### config.mk
export PLATFORM = sky130hd
export DESIGN_NAME = fir_sym_tdm
export DESIGN_NICKNAME = d
export VERILOG_FILES = /design/src/rtl/fir_sym_pkg.sv /design/src/rtl/fir_delay_line.sv /design/src/rtl/fir_sym_tdm.sv
export SDC_FILE = /design/constraint.sdc
export NUM_CORES = 1
export LEC_CHECK = 0
export ABC_CLOCK_PERIOD_IN_PS = 12700
export BUFFER_PORTS_ARGS = -buffer_cell sky130_fd_sc_hd__buf_4
export CORE_MARGIN = 2
export CORE_UTILIZATION = 54
export DETAILED_ROUTE_END_ITERATION = 10
export PLACE_DENSITY = 0.82
export SLEW_MARGIN = 40
export SYNTH_ARGS = -nofsm -noshare
export SYNTH_HDL_FRONTEND = slang
export SYNTH_HIERARCHICAL = 1
export SYNTH_SLANG_ARGS = --single-unit
export TNS_END_PERCENT = 10
### constraint.sdc
create_clock -name clk -period 12.7 [get_ports clk]
set_clock_uncertainty 0.2 [all_clocks]
set_input_delay 2.54 -clock clk [delete_from_list [all_inputs] [get_ports clk]]
set_output_delay 2.54 -clock clk [all_outputs]
set_load 0.01 [all_outputs]
### src/rtl/fir_sym_pkg.sv
// Shared types and helpers for the time-multiplexed symmetric FIR.
package fir_sym_pkg;

    typedef enum logic [1:0] {
        IDLE  = 2'd0,
        MAC   = 2'd1,
        FLUSH = 2'd2,
        OUT   = 2'd3
    } fsm_t;

    // Default coefficients c[0..9] = {0,-1,0,2,2,-2,-5,0,12,24}, c[0] in the LSBs.
    localparam logic [59:0] COEF_INIT_DEF = {
        6'h18, 6'h0C, 6'h00, 6'h3B, 6'h3E,
        6'h02, 6'h02, 6'h00, 6'h3F, 6'h00
    };

    // Full-precision accumulator width: pre-add + coefficient + growth over H pairs.
    function automatic int unsigned acc_w(input int unsigned data_w,
                                          input int unsigned coef_w,
                                          input int unsigned taps);
        return data_w + 1 + coef_w + $clog2(taps / 2);
    endfunction

    // Arithmetic shift with round-half-up, then saturate to a signed out_w range.
    function automatic logic signed [63:0] sat_round(input logic signed [63:0] acc,
                                                     input int unsigned       shift,
                                                     input int unsigned       out_w);
        logic signed [63:0] r;
        logic signed [63:0] hi;
        logic signed [63:0] lo;
        if (shift == 0) begin
            r = acc;
        end else begin
            r = (acc + (64'sd1 <<< (shift - 1))) >>> shift;
        end
        hi = (64'sd1 <<< (out_w - 1)) - 64'sd1;
        lo = -(64'sd1 <<< (out_w - 1));
        if (r > hi) begin
            r = hi;
        end else if (r < lo) begin
            r = lo;
        end
        return r;
    endfunction

endpackage

### src/rtl/fir_delay_line.sv
// Sample history shift register; tap i holds x[n-i] at bits [i*DATA_W +: DATA_W].
module fir_delay_line #(
    parameter int unsigned DATA_W = 5,
    parameter int unsigned TAPS   = 20
) (
    input  logic                     clk,
    input  logic                     resetn,
    input  logic                     shift_en_i,
    input  logic                     clear_i,
    input  logic [DATA_W-1:0]        data_i,
    output logic [DATA_W*TAPS-1:0]   taps_o
);

    logic [DATA_W*TAPS-1:0] line_q;
    logic [DATA_W*TAPS-1:0] line_d;

    // Clear first so a coincident shift yields {data_i, 0, ...}.
    always_comb begin
        line_d = line_q;
        if (clear_i) begin
            line_d = '0;
        end
        if (shift_en_i) begin
            line_d = {line_d[DATA_W*(TAPS-1)-1:0], data_i};
        end
    end

    // History register.
    always_ff @(posedge clk or negedge resetn) begin
        if (!resetn) begin
            line_q <= '0;
        end else begin
            line_q <= line_d;
        end
    end

    assign taps_o = line_q;

endmodule

### src/rtl/fir_sym_tdm.sv
// Time-multiplexed symmetric FIR: NUM_MAC pre-add/multiply lanes swept over TAPS/2 pairs.
module fir_sym_tdm
    import fir_sym_pkg::*;
#(
    parameter int unsigned DATA_W    = 5,
    parameter int unsigned COEF_W    = 6,
    parameter int unsigned TAPS      = 20,
    parameter int unsigned NUM_MAC   = 2,
    parameter int unsigned OUT_W     = 5,
    parameter int unsigned OUT_SHIFT = 9,
    parameter logic [(TAPS/2)*COEF_W-1:0] COEF_INIT = COEF_INIT_DEF
) (
    input  logic                          clk,
    input  logic                          resetn,
    input  logic                          in_valid_i,
    output logic                          in_ready_o,
    input  logic signed [DATA_W-1:0]      data_in_i,
    input  logic                          clear_i,
    input  logic                          coef_load_i,
    input  logic [(TAPS/2)*COEF_W-1:0]    coef_in_i,
    output logic                          out_valid_o,
    output logic signed [OUT_W-1:0]       data_out_o
);

    localparam int unsigned H      = TAPS / 2;
    localparam int unsigned P      = H / NUM_MAC;
    localparam int unsigned PRE_W  = DATA_W + 1;
    localparam int unsigned PROD_W = PRE_W + COEF_W;
    localparam int unsigned ACC_W  = acc_w(DATA_W, COEF_W, TAPS);
    localparam int unsigned PASS_W = (P > 1) ? $clog2(P) : 1;
    localparam int unsigned CV_W   = H * COEF_W;

    fsm_t                       state_q, state_d;
    logic [PASS_W-1:0]          pass_q, pass_d;
    logic [CV_W-1:0]            coef_q, coef_d;
    logic signed [PROD_W-1:0]   prod_q [NUM_MAC];
    logic signed [PROD_W-1:0]   prod_d [NUM_MAC];
    logic                       prod_vld_q, prod_vld_d;
    logic signed [ACC_W-1:0]    acc_q, acc_d;
    logic                       in_ready_q, in_ready_d;
    logic                       out_valid_q, out_valid_d;
    logic signed [OUT_W-1:0]    data_out_q, data_out_d;

    logic signed [PRE_W-1:0]    pre_c [NUM_MAC];
    logic signed [ACC_W-1:0]    lane_sum_c;
    logic signed [ACC_W-1:0]    acc_sum_c;
    logic                       shift_en_c;
    logic                       line_clr_c;
    logic [DATA_W*TAPS-1:0]     taps_c;

    fir_delay_line #(
        .DATA_W (DATA_W),
        .TAPS   (TAPS)
    ) u_line (
        .clk        (clk),
        .resetn     (resetn),
        .shift_en_i (shift_en_c),
        .clear_i    (line_clr_c),
        .data_i     (data_in_i),
        .taps_o     (taps_c)
    );

    // Lane datapath and FSM next-state: pair k = pass*NUM_MAC + j, mirror tap TAPS-1-k.
    always_comb begin
        state_d     = state_q;
        pass_d      = pass_q;
        coef_d      = coef_q;
        prod_vld_d  = 1'b0;
        acc_d       = acc_q;
        out_valid_d = 1'b0;
        data_out_d  = data_out_q;
        shift_en_c  = 1'b0;
        line_clr_c  = 1'b0;

        lane_sum_c = '0;
        for (int j = 0; j < NUM_MAC; j++) begin
            lane_sum_c = lane_sum_c + ACC_W'(prod_q[j]);
        end
        acc_sum_c = prod_vld_q ? (acc_q + lane_sum_c) : acc_q;

        for (int j = 0; j < NUM_MAC; j++) begin
            pre_c[j]  = PRE_W'($signed(taps_c[(pass_q * NUM_MAC + j) * DATA_W +: DATA_W]))
                      + PRE_W'($signed(taps_c[(TAPS - 1 - (pass_q * NUM_MAC + j)) * DATA_W +: DATA_W]));
            prod_d[j] = PROD_W'(pre_c[j])
                      * PROD_W'($signed(coef_q[(pass_q * NUM_MAC + j) * COEF_W +: COEF_W]));
        end

        case (state_q)
            IDLE, OUT: begin
                if (coef_load_i) begin
                    coef_d = coef_in_i;
                end
                line_clr_c = clear_i;
                if (in_valid_i) begin
                    shift_en_c = 1'b1;
                    pass_d     = '0;
                    acc_d      = '0;
                    state_d    = MAC;
                end else begin
                    state_d = IDLE;
                end
            end
            MAC: begin
                prod_vld_d = 1'b1;
                acc_d      = acc_sum_c;
                if (pass_q == PASS_W'(P - 1)) begin
                    state_d = FLUSH;
                end else begin
                    pass_d = pass_q + PASS_W'(1);
                end
            end
            FLUSH: begin
                acc_d       = acc_sum_c;
                out_valid_d = 1'b1;
                data_out_d  = OUT_W'(sat_round(64'(acc_sum_c), OUT_SHIFT, OUT_W));
                state_d     = OUT;
            end
            default: begin
                state_d = IDLE;
            end
        endcase

        in_ready_d = (state_d == IDLE) || (state_d == OUT);
    end

    // State, datapath and output registers.
    always_ff @(posedge clk or negedge resetn) begin
        if (!resetn) begin
            state_q     <= IDLE;
            pass_q      <= '0;
            coef_q      <= COEF_INIT;
            prod_vld_q  <= 1'b0;
            acc_q       <= '0;
            in_ready_q  <= 1'b1;
            out_valid_q <= 1'b0;
            data_out_q  <= '0;
            for (int j = 0; j < NUM_MAC; j++) begin
                prod_q[j] <= '0;
            end
        end else begin
            state_q     <= state_d;
            pass_q      <= pass_d;
            coef_q      <= coef_d;
            prod_vld_q  <= prod_vld_d;
            acc_q       <= acc_d;
            in_ready_q  <= in_ready_d;
            out_valid_q <= out_valid_d;
            data_out_q  <= data_out_d;
            for (int j = 0; j < NUM_MAC; j++) begin
                prod_q[j] <= prod_d[j];
            end
        end
    end

    assign in_ready_o  = in_ready_q;
    assign out_valid_o = out_valid_q;
    assign data_out_o  = data_out_q;

endmodule

Word-level counts from Yosys, hierarchy flattened
Index checks and enable logic that the tools add are counted.
{"block": "op_classes", "magnitude_cmp": 2, "n_reduce_logical": 9, "n_mul": 8, "n_shift": 6, "eq_ne": 7, "n_mux": 19, "n_addsub": 9}
{"cell": "variable part select 100 x 33 -> 5 bit", "n": 3}
{"cell": "two-way mux 100 bit", "n": 2}
{"cell": "variable part select 100 x 8 -> 5 bit", "n": 1}
{"cell": "greater-than comparator 64 x 5 -> 1 bit (second input constant)", "n": 1}
{"cell": "less-than comparator 64 x 5 -> 1 bit (second input constant)", "n": 1}
{"cell": "multiplier 32 x 3 -> 32 bit (second input constant)", "n": 2}
{"cell": "two-way mux 64 bit", "n": 1}
{"cell": "variable part select 60 x 8 -> 6 bit", "n": 1}
{"cell": "variable part select 60 x 9 -> 6 bit", "n": 1}
{"cell": "two-way mux 16 bit", "n": 2}
{"cell": "one-hot mux 16 bit (2 select lines)", "n": 1}
{"cell": "subtractor 5 x 32 -> 32 bit (first input constant)", "n": 1}
{"cell": "multiplier 6 x 6 -> 12 bit", "n": 2}
{"cell": "adder 16 x 10 -> 17 bit (second input constant)", "n": 1}
{"cell": "adder 16 x 13 -> 16 bit", "n": 1}
{"cell": "adder 12 x 12 -> 13 bit", "n": 1}
{"cell": "adder 5 x 5 -> 6 bit", "n": 2}
{"cell": "multiplier 6 x 4 -> 10 bit (second input constant)", "n": 1}
{"cell": "two-way mux 5 bit", "n": 2}
{"cell": "multiplier 5 x 2 -> 7 bit (second input constant)", "n": 1}
{"cell": "== test 2 bit (second input constant)", "n": 3}
{"cell": "multiplier 3 x 3 -> 6 bit (second input constant)", "n": 1}
{"cell": "two-way mux 1 bit", "n": 6}
{"cell": "two-way mux 3 bit", "n": 2}
{"cell": "16 further kinds", "n": 20}
{"block": "totals", "reg_bits": 213, "wordCells": 72, "input_bits": 70}

Depth between registers and ports, before layout
Gate-level depths: netlist of the first run.
{"block": "logic_depth", "word_depth": 8, "ltp_mapped": 43, "ltp_nobuf": 37}

Cells and area by module
The synthesis of the first run kept the hierarchy.
{"mod": "fir_sym_tdm", "instances": 1, "cells_per_inst": 1404, "seq_area_each_um2": 2856.5, "area_per_inst_um2": 15069.5}
{"mod": "fir_delay_line", "instances": 1, "cells_per_inst": 318, "seq_area_each_um2": 2502.4, "area_per_inst_um2": 4101.4}

Worst setup path after synthesis of the first run
Ideal clock, no wire load.
{"block": "synth_timing", "path_type": "register -> register", "start": "register pass_q[1]", "end": "register prod_q[23] in the netlist's numbering", "stages_incl_launch_ff": 40, "path_buffers": 6, "slack_ns": 3.160, "arrival_time_ns": 9.216, "setup_time_ns": 0.124, "cell_sequence": "dfrtp_1 buf_2 clkinv_1 clkbuf_1 buf_1 ha_1 ha_1 xnor2_4 clkbuf_1 clkbuf_1 ha_1 nor2_1 xnor2_1 buf_2 mux4_2 mux4_2 and2_0 o21ai_1 [... 4 more ...] xnor2_1 nor2_1 fa_1 inv_1 fa_1 inv_1 fa_1 inv_1 fa_1 inv_1 ha_1 a21o_1 a21oi_1 o21bai_1 a21oi_1 o21bai_1 a21oi_1 xnor2_1"}
{"item": "from (decl)", "line_no": "fir_sym_tdm.sv:34", "rtl": "logic [PASS_W-1:0] pass_q, pass_d;"}
{"item": "from (signal assigned)", "line_no": "fir_sym_tdm.sv:142", "rtl": "pass_q <= pass_d;"}
{"item": "to (signal, indexed assignment)", "line_no": "fir_sym_tdm.sv:150", "rtl": "prod_q[j] <= prod_d[j];"}
{"item": "to (decl)", "line_no": "fir_sym_tdm.sv:36", "rtl": "logic signed [PROD_W-1:0] prod_q [NUM_MAC];"}

==> impl_metrics.json, run 1 <==
{
  "synth_seq_area_share_pct": 28.0,
  "synth_largest_area_cell": "dfrtp_1",
  "vias_per_cell": 6.59,
  "syn_nets": 1946,
  "grt_pass1_vias": 14556,
  "avgSynthCellArea_sq_um": 11.1,
  "initial_core_util_pct": 54.4,
  "die_width_microns": 192,
  "ctsHoldBuffers": 0,
  "yosys-top-cells-area": "dfrtp_1, mux4_2, mux2i_1",
  "dieArea_sq_mm": 0.0370,
  "wire_per_inst_microns": 22.6,
  "rsz0062_at_grt": "false",
  "crit_buf_inv": 8,
  "grt_overflow": 0,
  "fin_crit_ps": 10000,
  "rows": 69,
  "critPathKind": "flop to flop",
  "synth_top_area_share_pct": 24.8,
  "coreArea_sq_mm": 0.0352,
  "cts_tree": "built",
  "io_pins": 77,
  "fmax_ghz": 0.100,
  "finalHoldViolations": 0,
  "antenna_left": 0,
  "syn_area_sq_mm": 0.0192,
  "grt_first_pass_wirelength_microns": 80600,
  "drt_first_pass_iters": 6,
  "htreeDepth": 1,
  "antenna_cells": 0,
  "yosysWarnings": 6,
  "ys_types": 86,
  "worstMarginPinSlew_ps": 854,
  "post-route-util_pct": 58.9,
  "crit_required_ps": 12960,
  "drt_iter0_drc": 1547,
  "grt.total_usage_pct": 27.6,
  "setup.worst_path.end_class": "flop",
  "synth_flop_cell": "dfrtp_1",
  "cts-resized-gates": 0,
  "die_y_microns": 192,
  "async_flop_share_pct": 100,
  "cts_sinks": 213,
  "crit_fanout": 63,
  "setup_tns_ps": 0,
  "drc": 0,
  "synth_commonest_cells": "nor2_1, mux2i_1, dfrtp_1",
  "clkSlewWorstSetupHoldPaths_ps": 60,
  "hp-class": "flop to flop",
  "cpMaxStageDelayCell": "dfrtp_4",
  "synth_edf_count": 0,
  "routed_wl_microns": 50100,
  "synth.most_common_cell": "nor2_1",
  "synth_cells": 1722,
  "run_status": "completed",
  "cts_root_buffer": "clkbuf_16",
  "clkLatencyLatePin_ps": 560,
  "drive_above_1_share_pct": 24.0,
  "vias": 14573,
  "ys_ff_latch": 213,
  "port_buffers": 76,
  "place_congestion": 1.02,
  "cpMostUsedCell": "inv_1",
  "drv_cap": 0,
  "cts_buffers": 25,
  "area_delta_synth_final_pct": 8.15,
  "slew_viol_final": 0,
  "max-clock-path-buffers": 3,
  "cp_slowest_stage_delay_ps": 920,
  "setup_violations": 0,
  "min_period_over_period_pct": 78.7,
  "startpoint_type": "flop",
  "grt_max_degree": 97,
  "post_cts_buffers": 0,
  "dp_hpwl_microns": 35600,
  "nets": 1956,
  "antenna_found_initial": 0,
  "slew_headroom_pct": 43.1,
  "arrival_ps": 10260,
  "crit_family": "adder cells"
}
==> state kept, by name (all words and copies together) (netlist names) <==
name / flops
u_line/taps_o: 100
coef_q: 60
prod_q: 24
acc_q: 16
data_out_o: 5
pass_q: 3
state_q: 2
in_ready_o: 1
out_valid_o: 1
prod_vld_q: 1
==> final timing paths <==
check                           start          to  slack [ps]  cells past startpoint
max in group asynchronous      resetn  prod_vld_q        9440                      2
min in group asynchronous      resetn  prod_q[17]        1790                      1
hold reg to reg            coef_q[55]  coef_q[55]         310                      1
setup / recovery            pass_q[1]  prod_q[23]        2700                     38
setup reg to reg            pass_q[1]  prod_q[23]        2700                     38
hold / removal             coef_q[55]  coef_q[55]         310                      1
==> metrics by stage <==
step / std cells / cell area (sq um) / hold slack, ps / worst slack (ps)
floorplan: 1722 / 19200 / 279 / 3160
global placement: 2166 / 19800 / 287 / 2680
detailed placement: 2166 / 19800 / 293 / 2780
CTS: 2212 / 20700 / 307 / 2760
global route: 2212 / 20700 / 322 / 1900
finish: 2212 / 20700 / 309 / 2700
==> cell type report <==
class / instances / area (sq um)
clock buffers: 30 / 674
clock inverters: 16 / 208
fillers: 2814 / 14500
inverters: 83 / 312
multi-input cells: 1315 / 12900
flip-flops and latches: 213 / 5370
well taps: 461 / 577
repair buffers: 94 / 738
==> per-layer routing <==
layer	global-route usage, %	routed length, microns
met5	0	0
met4	10.5	2020
met3	5.66	4520
met2	43.7	23900
met1	37.7	19700
==> cell families after synthesis <==
family / synth area share, %
simple gates: 9.55
compound gates: 10.1
xor+xnor: 2.43
flops: 28.0
buf+inv: 5.20
mux: 32.1
fa+ha+maj: 12.8
==> placed cells by master (no fill, tap or decap), drive strengths merged, types with 16 or more instances in the layout <==
| cell | netlist | layout |
|---|---|---|
| nor2 | 217 | 217 |
| mux2i | 200 | 200 |
| dfrtp | 190 | 190 |
| mux4 | 152 | 152 |
| buf | 78 | 93 |
| nand2 | 89 | 89 |
| ha | 85 | 85 |
| inv | 81 | 82 |
| o21ai | 75 | 75 |
| fa | 69 | 69 |
| a21oi | 68 | 68 |
| mux2 | 64 | 64 |
| xnor2 | 35 | 35 |
| clkbuf | 33 | 31 |
| nand2b | 27 | 27 |
| dfstp | 23 | 23 |
| xor2 | 16 | 16 |
| o211ai | 16 | 16 |
Power of run 1 is not shown: default switching activity piles up to over one toggle a cycle in this logic, so the estimate is an artifact.
==> inputs of run 2 (changes only) <==
--- a/config.mk
+++ b/config.mk
@@ -5,7 +5,7 @@
 export SDC_FILE = /design/constraint.sdc
 export NUM_CORES = 1
 export LEC_CHECK = 0
-export ABC_CLOCK_PERIOD_IN_PS = 12700
+export ABC_CLOCK_PERIOD_IN_PS = 9700
 export BUFFER_PORTS_ARGS = -buffer_cell sky130_fd_sc_hd__buf_4
 export CORE_MARGIN = 2
 export CORE_UTILIZATION = 54
==> constraint.sdc (replaced) <==
create_clock -name clk -period 9.7 [get_ports clk]
set_clock_uncertainty 0.2 [all_clocks]
set_input_delay 1.94 -clock clk [delete_from_list [all_inputs] [get_ports clk]]
set_output_delay 1.94 -clock clk [all_outputs]
set_load 0.01 [all_outputs]
==> run 2 against run 1 <==
Against the previous run:
- via count is 0.45% higher
- non-clock buffer count up 6
- clock-buffer cell count increased by 6
- cell count up 0.18%
==> impl_metrics.json, run 2 (synthesized netlist as in run 1, its figures left out) <==
{
  "worstReg2RegEnd": "prod_q[11]",
  "max-clock-path-buffers": 3,
  "grt_pass1_vias": 14647,
  "cts_buffers": 24,
  "wire_per_inst_microns": 22.9,
  "cts_tree": "built",
  "drt_iter0_drc": 1521,
  "grt.total_usage_pct": 27.8,
  "hp-class": "flop to flop",
  "antenna_found_initial": 0,
  "final_common_cell": "nor2_1",
  "coreArea_sq_mm": 0.0352,
  "run_status": "completed",
  "cpMaxStageDelayCell": "fa_2",
  "finalHoldViolations": 0,
  "largest_reg_flops": 100,
  "htreeDepth": 1,
  "vias": 14638,
  "cts-resized-gates": 0,
  "clkSlewWorstSetupHoldPaths_ps": 60,
  "min_period_over_period_pct": 93.4,
  "startpoint": "pass_q[0]",
  "ctsHoldBuffers": 0,
  "rows": 69,
  "place_congestion": 0.991,
  "grt_overflow": 0,
  "slew_viol_final": 0,
  "drv_cap": 0,
  "grt_first_pass_wirelength_microns": 81200,
  "nets": 1961,
  "cp_slowest_stage_delay_ps": 890,
  "r2r_cells": 32,
  "antenna_cells": 0,
  "grt_max_degree": 151,
  "min_path_cells": 1,
  "crit_fanout": 25,
  "slew_headroom_pct": 42.0,
  "critPathKind": "flop to flop",
  "post_cts_buffers": 0,
  "r2r_setup_slack_ps": 640,
  "crit_required_ps": 9940,
  "drt_first_pass_iters": 6,
  "arrival_ps": 9290,
  "antenna_left": 0,
  "fin_crit_ps": 9060,
  "initial_core_util_pct": 54.4,
  "min_from": "coef_q[26]",
  "worstMarginPinSlew_ps": 867,
  "clkLatencyLatePin_ps": 540,
  "setup.worst_path.end_class": "flop",
  "startpoint_type": "flop",
  "area_delta_synth_final_pct": 8.26,
  "setup_tns_ps": 0,
  "fmax_ghz": 0.110,
  "dieArea_sq_mm": 0.0370,
  "die_width_microns": 192,
  "routed_wl_microns": 50700,
  "io_pins": 77,
  "drive_above_1_share_pct": 24.0,
  "port_buffers": 76,
  "vias_per_cell": 6.61,
  "rsz0062_at_grt": "false",
  "die_y_microns": 192,
  "final_cell_mix": "nor2_1, mux2i_1, dfrtp_1",
  "hold_end": "coef_q[26]",
  "r2r-start": "pass_q[0]",
  "cts_sinks": 213,
  "cpMostUsedCell": "inv_1",
  "setup_violations": 0,
  "dp_hpwl_microns": 36000,
  "cts_root_buffer": "clkbuf_16",
  "drc": 0
}
-- run 2: cell count changes in the layout (fill, tap and decap cells not counted), moves of 2 or more --
cell,delta
buf_12,+3
clkbuf_1,+2
clkinvlp_4,-5
clkbuf_8,+4
buf_4,+5
bufinv_16,-2
buf_6,-4
-- run 2: per-layer routing --
layer | vias to the layer above | share of wire, % | GRT usage [%]
met5 | - | 0 | 0
met4 | 0 | 4.2 | 9.98
met3 | 179 | 9.5 | 5.78
met2 | 794 | 48 | 44.7
met1 | 7306 | 39 | 37.6
li1 | 6359 | - | -
-- run 2: critical path: cells and delay by family, from the launching register on --
family          cells  cell delay [ps]
fa+ha+maj          10             4400
compound gates     11             1940
buf+inv             7              640
flops               1              610
mux                 1              520
xor+xnor            2              520
simple gates        1              120
-- run 2: worst max path at each step --
stage / end / depth (start not counted)
3_5_place_dp: prod_q[11] / 33
3_3_place_gp: prod_q[11] / 33
5_1_grt: prod_q[23] / 34
2_1_floorplan: prod_q[23] / 39
4_1_cts: prod_q[11] / 33
6_report: prod_q[11] / 32
-- run 2: stage by stage --
stage / hold WS [ps] / util [%] / worst slack [ps] / std cells / area, sq um
3_3_place_gp: 288 / 56.4 / 811 / 2170 / 19900
6_report: 303 / 58.9 / 643 / 2216 / 20800
3_5_place_dp: 292 / 56.5 / 671 / 2171 / 19900
2_1_floorplan: 279 / - / 160 / 1722 / 19200
5_1_grt: 323 / 58.9 / 164 / 2216 / 20800
4_1_cts: 306 / 58.8 / 651 / 2215 / 20700
-- run 2: final cells by class --
cell class              instances  area (sq um)
repair buffers                100           823
multi-input cells            1315         12800
fillers                      2810         14500
clock inverters                 8          97.6
flip-flops and latches        213          5370
inverters                      83           312
clock buffers                  36           737
well taps                     461           577
Power of run 2 is left out for the same reason.
==> inputs of run 3 (changes only) <==
--- a/config.mk
+++ b/config.mk
@@ -8,9 +8,9 @@
 export ABC_CLOCK_PERIOD_IN_PS = 9700
 export BUFFER_PORTS_ARGS = -buffer_cell sky130_fd_sc_hd__buf_4
 export CORE_MARGIN = 2
-export CORE_UTILIZATION = 54
+export CORE_UTILIZATION = 56
 export DETAILED_ROUTE_END_ITERATION = 10
-export PLACE_DENSITY = 0.82
+export PLACE_DENSITY = 0.84
 export SLEW_MARGIN = 40
 export SYNTH_ARGS = -nofsm -noshare
 export SYNTH_HDL_FRONTEND = slang
==> run 3 against run 2 <==
Against the previous run:
- sequential share of layout area decreased by 0.081 points
- clock-buffer cell count shrank 2
- critical path depth up 2
- setup slack worse by 77 ps
- non-clock buffer count rose by 1
- maximum frequency shrank 0.85%
- die area decreased by 3.5%
- utilization up 3.0 points
- hold slack gained 4.6 ps
==> impl_metrics.json, run 3 (synthesized netlist as in run 1, its figures left out) <==
{
  "dieArea_sq_mm": 0.0357,
  "largest_reg_flops": 100,
  "antenna_cells": 0,
  "initial_core_util_pct": 57.0,
  "crit_required_ps": 9950,
  "slew_headroom_pct": 44.5,
  "clkSlewWorstSetupHoldPaths_ps": 60,
  "fmax_ghz": 0.109,
  "setup.worst_path.end_class": "flop",
  "wire_per_inst_microns": 23.5,
  "cts-resized-gates": 0,
  "post-route-util_pct": 61.9,
  "die_width_microns": 189,
  "cts_root_buffer": "clkbuf_16",
  "cpMaxStageDelayCell": "dfrtp_4",
  "vias": 14711,
  "drt_iter0_drc": 1519,
  "vias_per_cell": 6.67,
  "place_ws_ps": 682,
  "port_buffers": 76,
  "rsz0062_at_grt": "false",
  "slew_viol_final": 0,
  "worstMarginPinSlew_ps": 833,
  "finalHoldViolations": 0,
  "area_delta_synth_final_pct": 8.60,
  "startpoint_type": "flop",
  "ctsHoldBuffers": 0,
  "die_y_microns": 189,
  "cts_tree": "built",
  "post_cts_buffers": 0,
  "cts_sinks": 213,
  "final_common_cell": "nor2_1",
  "cp_slowest_stage_delay_ps": 670,
  "routed_wl_microns": 51700,
  "drt_first_pass_iters": 8,
  "grt_max_degree": 140,
  "drc": 0,
  "critPathKind": "flop to flop",
  "grt_pass1_vias": 15060,
  "setup_violations": 0,
  "htreeDepth": 1,
  "antenna_left": 0,
  "hp-class": "flop to flop",
  "antenna_found_initial": 0,
  "nets": 1963,
  "io_pins": 77,
  "place_congestion": 1.03,
  "rows": 67,
  "grt.total_usage_pct": 29.5,
  "drive_above_1_share_pct": 24.1,
  "grt_overflow": 0,
  "setup_tns_ps": 0,
  "nFillCells": 2551,
  "grt_first_pass_wirelength_microns": 83300,
  "cts_buffers": 25,
  "fin_crit_ps": 9130,
  "run_status": "completed",
  "final_cell_mix": "nor2_1, mux2i_1, dfrtp_1",
  "min_period_over_period_pct": 94.2,
  "dp_hpwl_microns": 36500,
  "coreArea_sq_mm": 0.0336,
  "clkLatencyLatePin_ps": 570,
  "arrival_ps": 9390,
  "drv_cap": 0,
  "layout_setup_ws_ps": 566,
  "crit_fanout": 31,
  "max-clock-path-buffers": 3,
  "holdWs_ps": 308
}
[run 3: worst max-delay path, delay by kind of cell (launching register included)]
kind,cells,cell delay [ps]
fa+ha+maj,7,3000
compound gates,11,2050
buf+inv,7,1160
simple gates,5,750
flops,1,670
xor+xnor,3,640
mux,1,550
[run 3: final timing paths]
path,from,to,slack (ps),depth (start not counted)
hold / removal,coef_q[45],coef_q[45],310,1
setup / recovery,pass_q[0],prod_q[23],570,34
hold reg to reg,coef_q[45],coef_q[45],310,1
setup reg to reg,pass_q[0],prod_q[23],570,34
max in group asynchronous,resetn,prod_vld_q,6950,2
min in group asynchronous,resetn,u_line/taps_o[80],1150,1
[run 3: per-layer routing]
layer  part of all wire, %  vias to the layer above  track usage, %
met5                     0                        -               0
met1                    38                     7328            39.2
met3                   9.4                      188            5.97
met2                    48                      845            47.4
li1                      -                     6350               -
met4                   4.5                        0            12.4
[run 3: area by class of cell]
cell class                 instances  area [sq um]  area share (%)
timing repair buffer             101           860            4.13
clock inverter                    12           178           0.853
sequential                       213          5370            25.8
tap                              448           561            2.69
multi-input combinational       1315         12800            61.7
inverter                          83           312            1.50
clock buffer                      34           699            3.36
[run 3: metrics by stage]
stage               instances  area (sq um)
global route             2206         20800
detailed placement       2159         19900
floorplan                1722         19200
global placement         2158         19900
CTS                      2205         20800
finish                   2206         20800
Power of run 3 is left out for the same reason.
